## src/rtl/maxpool_window_sequencer.sv

```systemverilog
// maxpool_window_sequencer: turns a row-major pixel stream into non-overlapping
// STRIDE_SIZE x STRIDE_SIZE windows packed for the maxpool datapath.
// Earlier rows of a window group sit in a line buffer. The pixels seen so far in
// the last row of the group sit in a short shift register.
// Optional feature macro: MAXPOOL_SEQ_WINDOW_COUNT_EN adds the window_count output.
module maxpool_window_sequencer #(
    parameter int unsigned STRIDE_SIZE = 2,
    parameter int unsigned DATA_WIDTH  = 16,
    parameter int unsigned ROW_SIZE    = 4,
    parameter int unsigned COLUMN_SIZE = 4
) (
    input  logic                                      clock,
    input  logic                                      reset_n,
    input  logic                                      start,
    input  logic [DATA_WIDTH-1:0]                     pixel_in,
    input  logic                                      pixel_valid,
    output logic                                      pixel_ready,
    output logic [STRIDE_SIZE*STRIDE_SIZE*DATA_WIDTH-1:0] window_out,
    output logic                                      window_valid,
    input  logic                                      window_ready,
    output logic                                      busy,
    output logic                                      frame_done
`ifdef MAXPOOL_SEQ_WINDOW_COUNT_EN
    ,
    output logic [$clog2((ROW_SIZE/STRIDE_SIZE)*(COLUMN_SIZE/STRIDE_SIZE)+1)-1:0] window_count
`endif
);

    localparam int unsigned S          = STRIDE_SIZE;
    localparam int unsigned DW         = DATA_WIDTH;
    localparam int unsigned CW         = (ROW_SIZE > 1) ? $clog2(ROW_SIZE) : 1;
    localparam int unsigned RW         = (COLUMN_SIZE > 1) ? $clog2(COLUMN_SIZE) : 1;
    localparam int unsigned PW         = $clog2(S);
    localparam int unsigned VALID_COLS = (ROW_SIZE / S) * S;
    localparam int unsigned VALID_ROWS = (COLUMN_SIZE / S) * S;

    localparam logic [CW:0]   VALID_COLS_W = (CW+1)'(VALID_COLS);
    localparam logic [RW:0]   VALID_ROWS_W = (RW+1)'(VALID_ROWS);
    localparam logic [CW-1:0] LAST_COL     = CW'(ROW_SIZE - 1);
    localparam logic [RW-1:0] LAST_ROW     = RW'(COLUMN_SIZE - 1);
    localparam logic [PW-1:0] LAST_PH      = PW'(S - 1);

    typedef enum logic [1:0] {StIdle, StRun, StFlush, StDone} state_t;

    state_t            state;
    logic [CW-1:0]     col_cnt;
    logic [RW-1:0]     row_cnt;
    logic [PW-1:0]     col_ph;   // col_cnt % S, kept as its own counter
    logic [PW-1:0]     row_ph;   // row_cnt % S
    logic [DW-1:0]     line_buf [S-1][ROW_SIZE];
    logic [DW-1:0]     shift_reg [S-1];
    logic [S*S*DW-1:0] window_next;

    logic accept, in_region, last_row_of_group, last_col_of_group, emit, last_pixel;

    assign pixel_ready       = (state == StRun) && (!window_valid || window_ready);
    assign accept            = pixel_valid && pixel_ready;
    assign in_region         = ({1'b0, col_cnt} < VALID_COLS_W) && ({1'b0, row_cnt} < VALID_ROWS_W);
    assign last_row_of_group = (row_ph == LAST_PH);
    assign last_col_of_group = (col_ph == LAST_PH);
    assign emit              = accept && in_region && last_row_of_group && last_col_of_group;
    assign last_pixel        = (col_cnt == LAST_COL) && (row_cnt == LAST_ROW);

    // Assemble the window that completes with the current pixel
    always_comb begin
        window_next = '0;
        for (int r = 0; r < int'(S) - 1; r++) begin
            for (int c = 0; c < int'(S); c++) begin
                window_next[(r*S+c)*DW +: DW] = line_buf[r][col_cnt - CW'(int'(S) - 1 - c)];
            end
        end
        for (int c = 0; c < int'(S) - 1; c++) begin
            window_next[((S-1)*S+c)*DW +: DW] = shift_reg[c];
        end
        window_next[(S*S-1)*DW +: DW] = pixel_in;
    end

    // Pixel storage: line buffer for early rows, shift register for the last row
    always_ff @(posedge clock) begin
        if (accept && in_region) begin
            if (!last_row_of_group) begin
                for (int r = 0; r < int'(S) - 1; r++) begin
                    if (row_ph == PW'(r)) line_buf[r][col_cnt] <= pixel_in;
                end
            end else begin
                for (int i = 0; i < int'(S) - 2; i++) shift_reg[i] <= shift_reg[i+1];
                shift_reg[S-2] <= pixel_in;
            end
        end
    end

    // Frame FSM, raster counters and registered window/status outputs
    always_ff @(posedge clock or negedge reset_n) begin
        if (!reset_n) begin
            state        <= StIdle;
            col_cnt      <= '0;
            row_cnt      <= '0;
            col_ph       <= '0;
            row_ph       <= '0;
            window_out   <= '0;
            window_valid <= 1'b0;
            busy         <= 1'b0;
            frame_done   <= 1'b0;
`ifdef MAXPOOL_SEQ_WINDOW_COUNT_EN
            window_count <= '0;
`endif
        end else begin
            // A new window may replace the accepted one in the same cycle, with no bubble
            if (emit) begin
                window_out   <= window_next;
                window_valid <= 1'b1;
            end else if (window_valid && window_ready) begin
                window_valid <= 1'b0;
            end
`ifdef MAXPOOL_SEQ_WINDOW_COUNT_EN
            if (window_valid && window_ready) window_count <= window_count + 1'b1;
`endif
            case (state)
                StIdle: begin
                    if (start) begin
                        state   <= StRun;
                        busy    <= 1'b1;
                        col_cnt <= '0;
                        row_cnt <= '0;
                        col_ph  <= '0;
                        row_ph  <= '0;
`ifdef MAXPOOL_SEQ_WINDOW_COUNT_EN
                        window_count <= '0;
`endif
                    end
                end
                StRun: begin
                    if (accept) begin
                        if (col_cnt == LAST_COL) begin
                            col_cnt <= '0;
                            col_ph  <= '0;
                            row_ph  <= last_row_of_group ? '0 : row_ph + 1'b1;
                            row_cnt <= (row_cnt == LAST_ROW) ? '0 : row_cnt + 1'b1;
                        end else begin
                            col_cnt <= col_cnt + 1'b1;
                            col_ph  <= last_col_of_group ? '0 : col_ph + 1'b1;
                        end
                        if (last_pixel) state <= StFlush;
                    end
                end
                StFlush: begin
                    if (!window_valid || window_ready) begin
                        state      <= StDone;
                        busy       <= 1'b0;
                        frame_done <= 1'b1;
                    end
                end
                default: begin
                    state      <= StIdle;
                    frame_done <= 1'b0;
                end
            endcase
        end
    end

endmodule

```

## config.mk

```make
export PLATFORM = sky130hd
export DESIGN_NAME = maxpool_window_sequencer
export DESIGN_NICKNAME = d
export VERILOG_FILES = /design/src/rtl/maxpool_window_sequencer.sv
export SDC_FILE = /design/constraint.sdc
export NUM_CORES = 1
export LEC_CHECK = 0
export ABC_AREA = 1
export BUFFER_PORTS_ARGS = -buffer_cell sky130_fd_sc_hd__buf_2
export CAP_MARGIN = 15
export CORE_AREA = 4 4 143 145
export DETAILED_ROUTE_END_ITERATION = 6
export DIE_AREA = 0 0 147 149
export GPL_TIMING_DRIVEN = 1
export HOLD_SLACK_MARGIN = 0.05
export PLACE_DENSITY = 0.51
export SETUP_SLACK_MARGIN = 0.5
export SYNTH_ARGS = -nofsm -noshare
export SYNTH_HDL_FRONTEND = slang
export SYNTH_SLANG_ARGS = --single-unit
export TNS_END_PERCENT = 20
```

## constraint.sdc

```tcl
create_clock -name clock -period 2.4 [get_ports clock]
set_input_delay 0.48 -clock clock [delete_from_list [all_inputs] [get_ports clock]]
set_output_delay 0.48 -clock clock [all_outputs]
set_load 0.05 [all_outputs]
```

==> flow_summary.yaml <==
synthesis:
  ys_seq_area_frac: 0.642
  yosys_warnings: 0
  ys_ff_latch: 155
  netlist_area_um2: 6660
  synth_nets: 691
  avgSynthCellArea_um2: 10.1
  synth_cells: 661
  synth_cell_types: 21
sta:
  hold_viol_final: 0
  finalCriticalPeriod_ns: 1.84
  layout_setup_ws_ns: 0.555
  fin_crit_sh: 0.769
  setup_viol_count_final: 0
  slew_violations: 0
  grt_setup_unrepaired: "yes"
  worst_slew_pin_slew_ns: 0.611
  slew_headroom: 0.593
  setup_tns_ns: 0
  finalClockSkew_ns: 0.00967
  fmax_mhz: 542
power_and_ir_drop:
  p_switching_mw: 4.90
  peakVddDrop_mv: 0.636
  p_per_area_nw_per_um2: 1380
  power.internal_mw: 6.26
  leakage_nw: 3.88
  share_comb_of_total_power: 0.424
  clockPowerShare: 0.237
  swShare: 0.439
  p_seq_frac: 0.339
worst_setup_path:
  reg2reg_slack_ns: 0.60
  r2r_end: "line_buf[0][21]"
  start_kind: "flop"
  reg2regPathDepth: 6
  max_stage_delay_ns: 0.38
  worst-setup-path-type: "reg2out"
  cp.required_ns: 1.92
  worst_path_max_delay_cell: "dfrtp_1"
  worstPathArrival_ns: 1.36
  worstSetupEndpointType: "output port"
  path_cells: "inv_2 > ha_4 > inv_1 > nor2_4 > buf_8"
  cp_max_fo: 2
  r2r_start: "state[1]"
layout:
  synthToLayoutAreaGrowth_pct: 21.2
  num_antenna_cells: 0
  final_cell_area_um2: 8070
  nets: 781
  final_cells: 1029
  drive_above_1_share: 0.205
  post-route-util: 0.420
route:
  vias: 4734
  wl_um: 16000
  wl_per_cell_um: 15.6
  drt_iter0_drc: 344
  ant_nets: 0
  drt_first_pass_iters: 5
  drc_errors: 0
  via_per_inst: 4.60
die:
  die_area_um2: 21900
  die_w_um: 147
  ioPinCount: 89
  die_h_um: 149
  initial_core_util: 0.347
  core_area_um2: 19200
  num_rows: 51
global_route:
  grt_max_degree: 65
  grt_overflow_total: 0
  antenna_found_initial: 0
  grt_pass1_vias: 4764
  grt_pass1_wl_um: 26000
  grt.total_usage: 0.152
clock_tree:
  cts_tree: "yes"
  cts_buffers: 17
  h-tree-depth: 4
  clock-root-buffer: "clkbuf_16"
  worstSkewPairLatency_ns: 0.43
  cts.clk_slew.worst_paths_ns: 0.06
  cts_buffer_depth: 2
  clock-sinks: 155
worst_hold_path:
  hp-class: "in2reg"
  min_path_cells: 1
  min_from: "pixel_in[8]"
  holdPathEnd: "shift_reg[0][8]"
placed_design:
  place_ws_ns: 0.511
  gp_congestion: 0.811
  place_area_um2: 7410
  portBuffers: 88
  hpwlAfterDp_um: 10600
  dp_cells: 991
run_status:
  outcome: "complete, no violations"
job:
  drv_cap: 0
routing by layer:
| metal | track usage | wire, um | vias up |
|---|---|---|---|
| met5 | 0 | 0 | - |
| met4 | 0.0480 | 206 | 0 |
| met3 | 0.0459 | 1020 | 19 |
| met2 | 0.210 | 6510 | 136 |
| met1 | 0.230 | 8300 | 2236 |
| li1 | - | - | 2343 |
cells in the mapped netlist:
cell type / n / area share
nand2_1: 305 / 0.17
edfxtp_1: 80 / 0.36
nor3_4: 1 / 0.0024
dfrtp_1: 75 / 0.28
buf_2: 5 / 0.0038
buf_1: 8 / 0.0045
buf_4: 1 / 0.0011
o21a_1: 1 / 0.0011
inv_1: 51 / 0.029
clkinv_1: 1 / 0.00056
ha_1: 9 / 0.017
nand3_1: 9 / 0.0068
a21oi_1: 4 / 0.0030
o211ai_1: 64 / 0.072
buf_6: 11 / 0.019
o21bai_1: 1 / 0.0011
clkbuf_1: 8 / 0.0045
nand2_2: 8 / 0.0075
nand3_2: 1 / 0.0015
nand4_1: 3 / 0.0028
nor2_1: 15 / 0.0085
critical path, delay by kind of cell (launching register included):
family	cells	cell delay, ns
adders and majority gates	1	0.12
buffers and inverters	3	0.30
DFF	1	0.38
and+or+nand+nor	1	0.13
how the worst max path moves through the flow:
stage,startpoint,endpoint,depth (start not counted)
2_1_floorplan,col_cnt[1],window_out[2],11
3_3_place_gp,state[1],line_buf[0][48],6
3_5_place_dp,state[1],line_buf[0][13],6
4_1_cts,state[1],pixel_ready,5
5_1_grt,state[1],pixel_ready,5
6_report,state[1],pixel_ready,5
layout by cell type, fill, tap and decap left out, drive strengths merged:
master       synthesis  layout
ha                   9       9
clkbuf               8      20
clkinvlp             0       2
buf                 25     103
o21a                 1       1
clkinv               1      10
o211ai              64      64
nor2                15      15
nor3                 1       1
nand4                3       3
edfxtp              80      80
nand2              313     313
dfrtp               75      75
o21bai               1       1
bufinv               0       2
a21oi                4       4
nand3               10      10
inv                 51      50
dlygate4sd3          0       1
what timing repair did:
action	in CTS	in global routing
hold endpoints to repair	15	0
hold buffers	1	0
resized for setup	3	3
endpoints found under the setup margin	8	69
setup buffers	3	2
pin swaps	1	1
cells by family (layout without fill, tap and decap cells):
kind of cell / after synthesis / count (layout) / synth area share
AOI/OAI and AO/OA: 70 / 70 / 0.0774
adders and majority gates: 9 / 9 / 0.0169
and+or+nand+nor: 342 / 342 / 0.201
DFF: 155 / 155 / 0.642
buffers and inverters: 85 / 188 / 0.0618
through the flow:
stage               total power, mW  hold slack [ns]
finish                         11.2            0.317
CTS                            11.2            0.306
global route                   11.8            0.316
floorplan                      7.25            0.184
detailed placement             8.43            0.360
global placement               8.37            0.357
power groups by stage:
stage                     Combinational (mW)  Clock (mW)  Sequential (mW)
after floorplan                         1.74           0             5.51
after global placement                  4.54           0             3.83
after detailed placement                4.60           0             3.83
after CTS                               4.67        2.72             3.79
after global routing                    5.11        2.83             3.87
final                                   4.73        2.65             3.78
final cells by class:
| cell class | count | area [um^2] |
|---|---|---|
| flip-flops and latches | 155 | 4280 |
| clock buffers | 20 | 467 |
| fillers | 1876 | 11100 |
| repair buffers | 104 | 626 |
| multi-input cells | 421 | 2040 |
| inverters | 52 | 199 |
| well taps | 265 | 332 |
| clock inverters | 12 | 120 |
Note: power is estimated with default switching activity, not from simulation.
